File: config.mk
export PLATFORM = sky130hd
export DESIGN_NAME = bridge_ahb_slave_if
export DESIGN_NICKNAME = d
export VERILOG_FILES = /design/src/rtl/bridge_ahb_slave_if.sv
export SDC_FILE = /design/constraint.sdc
export NUM_CORES = 1
export LEC_CHECK = 0
export ABC_CLOCK_PERIOD_IN_PS = 1500
export CORE_UTILIZATION = 45
export DETAILED_ROUTE_END_ITERATION = 8
export DONT_BUFFER_PORTS = 1
export HOLD_SLACK_MARGIN = 0.03
export SETUP_SLACK_MARGIN = 0.1
export SLEW_MARGIN = 30
export SYNTH_ARGS = -nofsm -noshare
export SYNTH_HDL_FRONTEND = slang
export SYNTH_SLANG_ARGS = --single-unit
File: constraint.sdc
create_clock -name HCLK -period 1.5 [get_ports HCLK]
set_clock_uncertainty 0.05 [all_clocks]
set_input_delay 0.15 -clock HCLK [delete_from_list [all_inputs] [get_ports HCLK]]
set_output_delay 0.15 -clock HCLK [all_outputs]
set_load 0.01 [all_outputs]
File: src/rtl/bridge_ahb_slave_if.sv
// AHB slave side of the AHB-to-APB bridge: qualifies transfers, decodes the APB
// slave, tracks the expected burst address and generates the two-cycle ERROR.
module bridge_ahb_slave_if #(
  parameter int WIDTH  = 32,
  parameter int SLAVES = 4
) (
  input  logic             HCLK,
  input  logic             HRESETn,
  input  logic             HSELAPB,
  input  logic             HREADY_IN,
  input  logic [1:0]       HTRANS,
  input  logic             HWRITE,
  input  logic [2:0]       HSIZE,
  input  logic [2:0]       HBURST,
  input  logic [WIDTH-1:0] HADDR,
  input  logic [WIDTH-1:0] HWDATA,
  output logic             valid,
  output logic [WIDTH-1:0] HADDR_REG_D1,
  output logic [WIDTH-1:0] HADDR_REG_D2,
  output logic [WIDTH-1:0] HADDR_REG_D3,
  output logic [WIDTH-1:0] INC_ADDR,
  output logic [WIDTH-1:0] HWDATA_REG,
  output logic             flag_timer,
  output logic             flag_interruptc,
  output logic             flag_remap_pause_controller,
  output logic             flag_slave4,
  output logic [1:0]       HRESP,
  output logic             HREADY_RESP
);

  localparam logic [1:0] TRANS_SEQ = 2'b11;

  localparam logic [2:0] BURST_SINGLE = 3'b000;
  localparam logic [2:0] BURST_INCR   = 3'b001;
  localparam logic [2:0] BURST_WRAP4  = 3'b010;
  localparam logic [2:0] BURST_INCR4  = 3'b011;
  localparam logic [2:0] BURST_WRAP8  = 3'b100;
  localparam logic [2:0] BURST_INCR8  = 3'b101;
  localparam logic [2:0] BURST_WRAP16 = 3'b110;

  localparam logic [1:0] RESP_OKAY  = 2'b00;
  localparam logic [1:0] RESP_ERROR = 2'b01;

  localparam logic [WIDTH-1:0] ONE      = WIDTH'(1);
  localparam logic [WIDTH-1:0] MAP_BASE = WIDTH'(32'h8000_0000);
  localparam logic [WIDTH-1:0] MAP_LAST = WIDTH'(32'h83FF_FFFF);
  localparam logic [2:0] NUM_REGIONS    = (SLAVES >= 4) ? 3'd4 : 3'(SLAVES);

  typedef enum logic [1:0] {ST_OK, ST_ERR1, ST_ERR2} err_state_e;

  // Each slave owns one 16 MB window; bits [25:24] pick the slave.
  function automatic logic addr_mapped(input logic [WIDTH-1:0] addr);
    return (addr >= MAP_BASE) && (addr <= MAP_LAST) &&
           ({1'b0, addr[25:24]} < NUM_REGIONS);
  endfunction

  function automatic logic [WIDTH-1:0] next_addr(input logic [WIDTH-1:0] addr,
                                                 input logic [2:0]       size,
                                                 input logic [2:0]       burst);
    logic [WIDTH-1:0] step;
    logic [WIDTH-1:0] span;
    logic [WIDTH-1:0] incr;
    logic [WIDTH-1:0] mask;
    step = ONE << size;
    incr = addr + step;
    case (burst)
      BURST_WRAP4:  span = step << 2;
      BURST_WRAP8:  span = step << 3;
      BURST_WRAP16: span = step << 4;
      default:      span = '0;
    endcase
    if (span == '0) begin
      return incr;
    end
    mask = span - ONE;
    return (addr & ~mask) | (incr & mask);
  endfunction

  function automatic logic [3:0] beats_minus1(input logic [2:0] burst);
    case (burst)
      BURST_SINGLE, BURST_INCR:  return 4'd0;
      BURST_WRAP4, BURST_INCR4:  return 4'd3;
      BURST_WRAP8, BURST_INCR8:  return 4'd7;
      default:                   return 4'd15;
    endcase
  endfunction

  err_state_e       state_q;
  logic [1:0]       hresp_q;
  logic             hready_resp_q;

  logic [WIDTH-1:0] haddr_d1_q, haddr_d1_d;
  logic [WIDTH-1:0] haddr_d2_q, haddr_d2_d;
  logic [WIDTH-1:0] haddr_d3_q, haddr_d3_d;
  logic [WIDTH-1:0] inc_addr_q, inc_addr_d;
  logic [WIDTH-1:0] hwdata_q, hwdata_d;
  logic [3:0]       burst_cnt_q, burst_cnt_d;

  logic             active;
  logic             is_seq;
  logic             mapped;
  logic             misaligned;
  logic             seq_mismatch;
  logic             err_event;
  logic             d1_mapped;
  logic [1:0]       d1_idx;
  logic [3:0]       flag_vec;
  logic             unused_inputs;

  assign active       = HSELAPB && HREADY_IN && HTRANS[1];
  assign is_seq       = (HTRANS == TRANS_SEQ);
  assign mapped       = addr_mapped(HADDR);
  assign seq_mismatch = active && is_seq && (HADDR != inc_addr_q);
  assign err_event    = active && (!mapped || misaligned || seq_mismatch);
  assign valid        = HRESETn && (state_q == ST_OK) && active && mapped &&
                        !misaligned && !seq_mismatch;

  always_comb begin
    misaligned = 1'b0;
    case (HSIZE)
      3'b000:  misaligned = 1'b0;
      3'b001:  misaligned = HADDR[0];
      3'b010:  misaligned = |HADDR[1:0];
      default: misaligned = 1'b1;
    endcase
  end

  // INC_ADDR is computed ahead and loaded with the same enable as D1, so it is
  // always next_addr(HADDR_REG_D1, registered HSIZE, registered HBURST).
  always_comb begin
    haddr_d1_d  = HREADY_IN ? HADDR : haddr_d1_q;
    inc_addr_d  = HREADY_IN ? next_addr(HADDR, HSIZE, HBURST) : inc_addr_q;
    haddr_d2_d  = haddr_d1_q;
    haddr_d3_d  = haddr_d2_q;
    hwdata_d    = HWDATA;
    burst_cnt_d = burst_cnt_q;
    if (valid && !is_seq) begin
      burst_cnt_d = beats_minus1(HBURST);
    end else if (valid && is_seq && (burst_cnt_q != 4'd0)) begin
      burst_cnt_d = burst_cnt_q - 4'd1;
    end
  end

  always_ff @(posedge HCLK or negedge HRESETn) begin
    if (!HRESETn) begin
      haddr_d1_q  <= '0;
      haddr_d2_q  <= '0;
      haddr_d3_q  <= '0;
      inc_addr_q  <= '0;
      hwdata_q    <= '0;
      burst_cnt_q <= '0;
    end else begin
      haddr_d1_q  <= haddr_d1_d;
      haddr_d2_q  <= haddr_d2_d;
      haddr_d3_q  <= haddr_d3_d;
      inc_addr_q  <= inc_addr_d;
      hwdata_q    <= hwdata_d;
      burst_cnt_q <= burst_cnt_d;
    end
  end

  // Once in ERR1 the response runs to completion whatever the bus does.
  always_ff @(posedge HCLK or negedge HRESETn) begin
    if (!HRESETn) begin
      state_q       <= ST_OK;
      hresp_q       <= RESP_OKAY;
      hready_resp_q <= 1'b1;
    end else begin
      case (state_q)
        ST_OK: begin
          if (err_event) begin
            state_q       <= ST_ERR1;
            hresp_q       <= RESP_ERROR;
            hready_resp_q <= 1'b0;
          end
        end
        ST_ERR1: begin
          state_q       <= ST_ERR2;
          hresp_q       <= RESP_ERROR;
          hready_resp_q <= 1'b1;
        end
        ST_ERR2: begin
          state_q       <= ST_OK;
          hresp_q       <= RESP_OKAY;
          hready_resp_q <= 1'b1;
        end
        default: begin
          state_q       <= ST_OK;
          hresp_q       <= RESP_OKAY;
          hready_resp_q <= 1'b1;
        end
      endcase
    end
  end

  assign d1_mapped = addr_mapped(haddr_d1_q);
  assign d1_idx    = haddr_d1_q[25:24];

  genvar gi;
  generate
    for (gi = 0; gi < 4; gi++) begin : g_flag
      if (gi < SLAVES) begin : g_on
        assign flag_vec[gi] = d1_mapped && (d1_idx == 2'(gi));
      end else begin : g_off
        assign flag_vec[gi] = 1'b0;
      end
    end
  endgenerate

  assign flag_timer                  = flag_vec[0];
  assign flag_interruptc             = flag_vec[1];
  assign flag_remap_pause_controller = flag_vec[2];
  assign flag_slave4                 = flag_vec[3];

  assign HADDR_REG_D1 = haddr_d1_q;
  assign HADDR_REG_D2 = haddr_d2_q;
  assign HADDR_REG_D3 = haddr_d3_q;
  assign INC_ADDR     = inc_addr_q;
  assign HWDATA_REG   = hwdata_q;
  assign HRESP        = hresp_q;
  assign HREADY_RESP  = hready_resp_q;

  // HWRITE is forwarded to the APB side elsewhere; nothing here depends on it.
  assign unused_inputs = ^{HWRITE, burst_cnt_q};

endmodule

Word-level counts from Yosys, hierarchy flattened
Cells that the tools add are included.
- flip-flop bits (word level): 165
- input port bits: 77
- output and inout bits: 168
- logic and storage cells: 67
- $add $sub $neg: 2
- order comparisons: 4
- eq/ne operators: 12
- shift-type cells: 1
- multiplexer cells: 10
- bitwise operators: 4
- reduce and logical (&&, ||, !) cells: 26
- operators with widths (cell ; number):
    $pmux 32 s3 ; 1
    $and 32x32->32 ; 2
    $ge 32x32->1 const B ; 2
    $le 32x32->1 const B ; 2
    $mux 32 ; 2
    $add 32x32->32 ; 1
    $logic_not 32->1 ; 1
    $ne 32x32->1 ; 1
    $not 32->32 ; 1
    $or 32x32->32 ; 1
    $shl 1x3->32 const A ; 1
    $sub 32x1->32 const B ; 1
    $logic_and 1x1->1 ; 16
    $pmux 2 s2 ; 2
    $eq 2x2->1 const B ; 3
    $eq 3x2->1 const B ; 2
    $eq 3x3->1 const B ; 2
    $eq 2x1->1 const B ; 2
    $logic_not 2->1 ; 2
    $eq 3x1->1 const B ; 1
    $logic_not 1->1 ; 3
    $logic_not 3->1 ; 1
    $mux 1 ; 3
    $pmux 1 s3 ; 1
    4 further kinds ; 5

Logic depth before layout (Yosys ltp)
- depth in word-level cells: 8
- gate-level depth with buffers: 13
- gate-level depth less buffers: 10

Worst setup path after synthesis
Ideal clock, no wire load.
- path type: input to register
- start point: input port HSIZE[2]
- end point: register inc_addr_q[15], in the netlist INC_ADDR[15]
- library setup time: 0.137 ns
- data arrival time: 2.510 ns
- data required time: 1.313 ns
- slack: -1.197 ns
- stages: 12
- path buffers: 2
- path through: buf_2 > clkbuf_1 > or3_1 > nor2_1 > a22oi_1 > or2_2 > ha_1 > o41a_2 > a311oi_4 > a211oi_1 > xnor2_1 > a21oi_1
- word-level cells in the longest chain between the ends: 7
- elaborated cells between the ends (all ways): 12
- classes of those cells: add/sub (2); shift (1); mux (4); bitwise (4); reduce/logical (1)
- RTL lines (item ; RTL line ; text):
    start, declared ; 13 ; input logic [2:0] HSIZE,
    $shl 1x3->32 * ; 64 ; step = ONE << size;
    $pmux 32 s3 ; 66 ; case (burst)
    $sub 32x1->32 ; 75 ; mask = span - ONE;
    $not 32->32 ; 76 ; return (addr & ~mask) | (incr & mask);
    $and 32x32->32 ; 76 ;
    $or 32x32->32 ; 76 ;
    $mux 32 * ; 75 ;
    end signal, assigned ; 156 ; inc_addr_q <= inc_addr_d;
    end, declared ; 95 ; logic [WIDTH-1:0] inc_addr_q, inc_addr_d;
Mark *: on every way between the ends. The rest lies on a longest branch, timed or not. The select of a mux whose other input is x is not followed.
A chain may end at the register's enable or synchronous reset.

Worst setup path after layout
- start point: register inc_addr_q[30], in the netlist INC_ADDR[30]
- end point: output port valid
- word-level cells in the longest chain between the ends: 4
- RTL lines (item ; RTL line ; text):
    $ne 32x32->1 ; 113 ; assign seq_mismatch = active && is_seq && (HADDR != inc_addr_q);
    $logic_and 1x1->1 ; 113 ;
    $logic_not 1->1 ; 116 ; !misaligned && !seq_mismatch;
    $logic_and 1x1->1 ; 116 ;
    end, declared ; 17 ; output logic valid,
Every way passes these cells.

==> results.rst <==
.. list-table::
   :header-rows: 1

   * - Metric
     - Value
   * - Outcome
     - finished, violations left
   * - Violations in the final reports
     - negative hold slack, negative setup slack
   * - Critical Path End Type
     - primary output
   * - Worst-path maximum fanout
     - 2
   * - Count of synthesis-stage warnings from yosys
     - 0
   * - Global-route wire length before repair
     - 32,600 um
   * - Root Buffer
     - sky130_fd_sc_hd__clkbuf_16
   * - Count of endpoints failing hold in the final timing report
     - 226
   * - Design Area, Final
     - 0.00992 sq mm
   * - Clock slew seen by the registers of the worst setup and hold paths
     - 70 ps
   * - Peak clock frequency supported by timing
     - 0.466 GHz
   * - Number of clock sinks
     - between 150 and 200
   * - Flip-flop and latch count after synthesis
     - 164
   * - Max_slew headroom
     - 55.5%
   * - Synthesized-area fraction occupied by ao, oa, aoi and oai cells
     - 11.3%
   * - Total clock buffers created by CTS
     - 17
   * - Detailed-routing iteration count for the pre-antenna-repair pass
     - 5
   * - Max Slew Vio Count
     - 0
   * - Filler cells
     - 1,144
   * - Initial cell density of the core
     - 46.2%
   * - Detailed-route wire length per cell
     - 21.8 um
   * - Top-Level Pins
     - 245
   * - Vias post-DR
     - 5,427
   * - Number of placed instances with taps included
     - approximately 860
   * - Placed cell area
     - a little over 0.008 sq mm
   * - Slowest CP cell
     - sky130_fd_sc_hd__dfrtp_1
   * - Post-synth net total
     - 671
   * - Worst-case clock buffer depth
     - 2
   * - Share of layout cells above drive strength 1
     - 34.6%
   * - Most used flip-flop cell after synthesis
     - sky130_fd_sc_hd__dfrtp_1
   * - Number of setup violations in the final report
     - 38
   * - Die W
     - around 130 um
   * - Buf+Inv Stages, Crit Path
     - 1
   * - Die Span Y
     - 127 um
   * - Synth cell types
     - between 70 and 80
   * - Total die area
     - 0.0162 sq mm
   * - Xor and xnor area share after synthesis
     - 7.45%
   * - Global router's overall resource usage
     - around 27%
   * - H-tree levels
     - 4
   * - TritonCTS clock tree
     - done
   * - Adder and majority gate portion of the synthesized area
     - about 1.8%
   * - Number of routed nets with antenna violations
     - 0
   * - Leakage dissipation
     - 4.11 nW
   * - Worst hold-check path type
     - in -> async
   * - Category of the most critical setup path
     - reg -> out
   * - Global-route congestion overflow total
     - 0
   * - Post-synthesis cell area
     - approximately 0.0071 sq mm
   * - Final worst-path cycle share
     - 143%
   * - Maximum capacitance violations
     - 0
   * - Tightest Pin Transition
     - 664 ps
   * - WP depth
     - 6
   * - Row count
     - 45
   * - Layout overhead on the synthesized area
     - 40.6%
   * - Via density per instance
     - 5.54
   * - Average cell area after synthesis
     - 12.1 sq um
   * - Post-cts hold buffer count
     - 68
   * - Half-perimeter wire length after placement
     - 13,900 um
   * - Final antenna diode count
     - 0
   * - Main combinational cell family by area after synthesis
     - simple AND/OR/NAND/NOR gates
   * - Post-Route Hold Slack
     - -640 ps
   * - Required time worst endpoint
     - 1300 ps
   * - Simple-gate share of the synthesized area
     - 12.6%
   * - Worst-skew pair later-pin latency
     - 430 ps
   * - Number of nets in the layout
     - 842
   * - Core footprint
     - 0.0153 sq mm
   * - Cell count of the worst reg-to-reg path
     - 7
   * - Power per cell area
     - about 1100 mW/mm^2
   * - Fraction of registers with async set or reset after synthesis
     - 100%
   * - Share of the core filled with cells in the final layout
     - ~65%
   * - Maximum number of pins on one net before global-route repair
     - between 150 and 200
   * - Ordered cell list for the critical path
     - xnor2_1, nand4_1, nor4_2, a21oi_2, nor3_2, buf_4
   * - Crit path launch type
     - flip-flop
   * - Seq/Total Area, Yosys
     - approximately three fifths
   * - Number of global-route vias before repair
     - 5,623
   * - Total detailed-routing wirelength
     - 21,400 um
   * - Violation count after the first detailed-route iteration
     - around 250
   * - Final critical-path setup slack
     - -644 ps
   * - Cell count after synthesis
     - 584
   * - Number of I/O port buffers
     - 0
   * - Fin cells
     - 979
   * - Antenna violations before repair
     - 0
   * - GP Congestion
     - approximately 0.85
   * - Worst VDD drop
     - 775 uV
   * - Cell family with most CP delay
     - simple AND/OR/NAND/NOR gates
   * - EDFF count, synth
     - 0
   * - Max incr delay on CP
     - 390 ps
   * - Multiplexer share of the synthesized area
     - 5.69%
   * - RSZ-0062 raised after global routing
     - true
   * - DRC violations left
     - 0
   * - Critical path arrival
     - 1940 ps
   * - Period minus WS final
     - 2140 ps
-- final cells by class --
type | count | area (sq um) | share of cell area, %
multi-input combinational | 376 | 3250 | 32.7
sequential | 164 | 4110 | 41.4
tap | 211 | 264 | 2.66
timing repair buffer | 185 | 1670 | 16.9
clock inverter | 14 | 153 | 1.54
inverter | 11 | 41.3 | 0.416
clock buffer | 18 | 439 | 4.43
-- logic make-up (layout without fill, tap and decap cells) --
logic type / count (synthesis) / in the layout
buf+inv: 44 / 228
compound gates: 102 / 102
fa+ha+maj: 10 / 10
simple gates: 167 / 167
flops: 164 / 164
other cells: 1 / 1
mux: 36 / 36
xor+xnor: 60 / 60
-- what timing repair did --
action,4_1_cts,5_1_grt
gates cloned,2,0
hold endpoints to repair,260,226
setup endpoints to repair,38,38
resized for setup,60,23
buffers inserted,15,1
pin swaps,86,36
-- placed cells by master, fill, tap and decap left out, types with 5 or more instances in the layout --
| cell | synthesis | layout |
|---|---|---|
| sky130_fd_sc_hd__a2111oi_4 | 0 | 5 |
| sky130_fd_sc_hd__a21oi_1 | 35 | 32 |
| sky130_fd_sc_hd__a31oi_1 | 7 | 5 |
| sky130_fd_sc_hd__and3_1 | 7 | 6 |
| sky130_fd_sc_hd__buf_4 | 1 | 101 |
| sky130_fd_sc_hd__buf_6 | 3 | 11 |
| sky130_fd_sc_hd__clkbuf_16 | 0 | 17 |
| sky130_fd_sc_hd__dfrtp_1 | 163 | 163 |
| sky130_fd_sc_hd__dlygate4sd3_1 | 0 | 67 |
| sky130_fd_sc_hd__ha_4 | 0 | 6 |
| sky130_fd_sc_hd__inv_1 | 10 | 9 |
| sky130_fd_sc_hd__inv_6 | 0 | 6 |
| sky130_fd_sc_hd__mux2_2 | 33 | 33 |
| sky130_fd_sc_hd__nand2_1 | 27 | 24 |
| sky130_fd_sc_hd__nand3_1 | 16 | 8 |
| sky130_fd_sc_hd__nand3_2 | 0 | 6 |
| sky130_fd_sc_hd__nand4_1 | 17 | 17 |
| sky130_fd_sc_hd__nor2_1 | 47 | 45 |
| sky130_fd_sc_hd__nor2b_1 | 5 | 5 |
| sky130_fd_sc_hd__nor3_1 | 13 | 5 |
| sky130_fd_sc_hd__nor3_2 | 0 | 7 |
| sky130_fd_sc_hd__o21ai_0 | 10 | 6 |
| sky130_fd_sc_hd__xnor2_1 | 48 | 42 |
| sky130_fd_sc_hd__xnor2_2 | 0 | 5 |
| sky130_fd_sc_hd__xor2_1 | 12 | 11 |
-- synthesized netlist by cell type (all sizes together) (3+ instances only) --
| cell | number | area (sq um) |
|---|---|---|
| xor2 | 12 | 105 |
| nor2b | 6 | 45.0 |
| nand3 | 16 | 80.1 |
| nand4 | 18 | 119 |
| nand2 | 28 | 108 |
| a21oi | 36 | 184 |
| o211ai | 5 | 56.3 |
| a2111oi | 9 | 135 |
| clkbuf | 17 | 63.8 |
| nand2b | 4 | 25.0 |
| nor2 | 47 | 176 |
| xnor2 | 48 | 420 |
| o21a | 3 | 22.5 |
| a211oi | 4 | 35.0 |
| a31oi | 7 | 43.8 |
| and3 | 7 | 43.8 |
| nor3b | 3 | 32.5 |
| mux2 | 33 | 372 |
| or3 | 5 | 31.3 |
| nor3 | 13 | 65.1 |
| o21ai | 12 | 63.8 |
| a31o | 4 | 35.0 |
| buf | 16 | 97.6 |
| ha | 10 | 125 |
| inv | 11 | 41.3 |
| and2 | 3 | 18.8 |
| nor4 | 6 | 52.6 |
| dfrtp | 163 | 4080 |
| mux2i | 3 | 30.0 |
| and4 | 3 | 26.3 |
-- sequential cells by signal (all words and copies together), names as in the netlist --
signal	flops
HADDR_REG_D1	32
HADDR_REG_D2	32
HADDR_REG_D3	32
HREADY_RESP	1
HRESP	1
HWDATA_REG	32
INC_ADDR	32
state_q	2
-- per-layer routing --
metal	up-vias	track usage, %	wire [um]
li1	2442	-	-
met1	2697	32.2	8610
met2	244	46.1	10600
met3	44	7.79	1450
met4	0	11.9	729
met5	-	0	0
-- metrics by stage --
step	hold slack (ps)	total power, mW	setup slack (ps)	TNS (ps)
2_1_floorplan	-196	6.07	-1100	-25210
3_3_place_gp	-191	6.51	-753	-22140
3_5_place_dp	-192	6.54	-821	-22320
4_1_cts	-654	11.1	-684	-18960
5_1_grt	-664	11.5	-765	-12590
6_report	-640	11.1	-644	-10180
-- report_power, final --
part           switching [mW]  internal (mW)
registers               0.428           4.84
logic                   0.704          0.846
clock network            2.02           2.27
total                    3.15           7.96
-- worst paths after layout --
path,start,endpoint,slack [ps]
max in group asynchronous,HRESETn,HREADY_RESP$_DFFE_PN1P_,1780
worst min-delay path,HRESETn,HWDATA_REG[18]$_DFF_PN0_,-640
worst max register to register,INC_ADDR[30]$_DFFE_PN0P_,HREADY_RESP$_DFFE_PN1P_,-370
worst min register to register,HADDR_REG_D2[21]$_DFF_PN0_,HADDR_REG_D3[21]$_DFF_PN0_,390
worst max-delay path,INC_ADDR[30]$_DFFE_PN0P_,valid,-640
min in group HCLK,HREADY_IN,INC_ADDR[19]$_DFFE_PN0P_,-250
(Power assumes the default switching activity.)
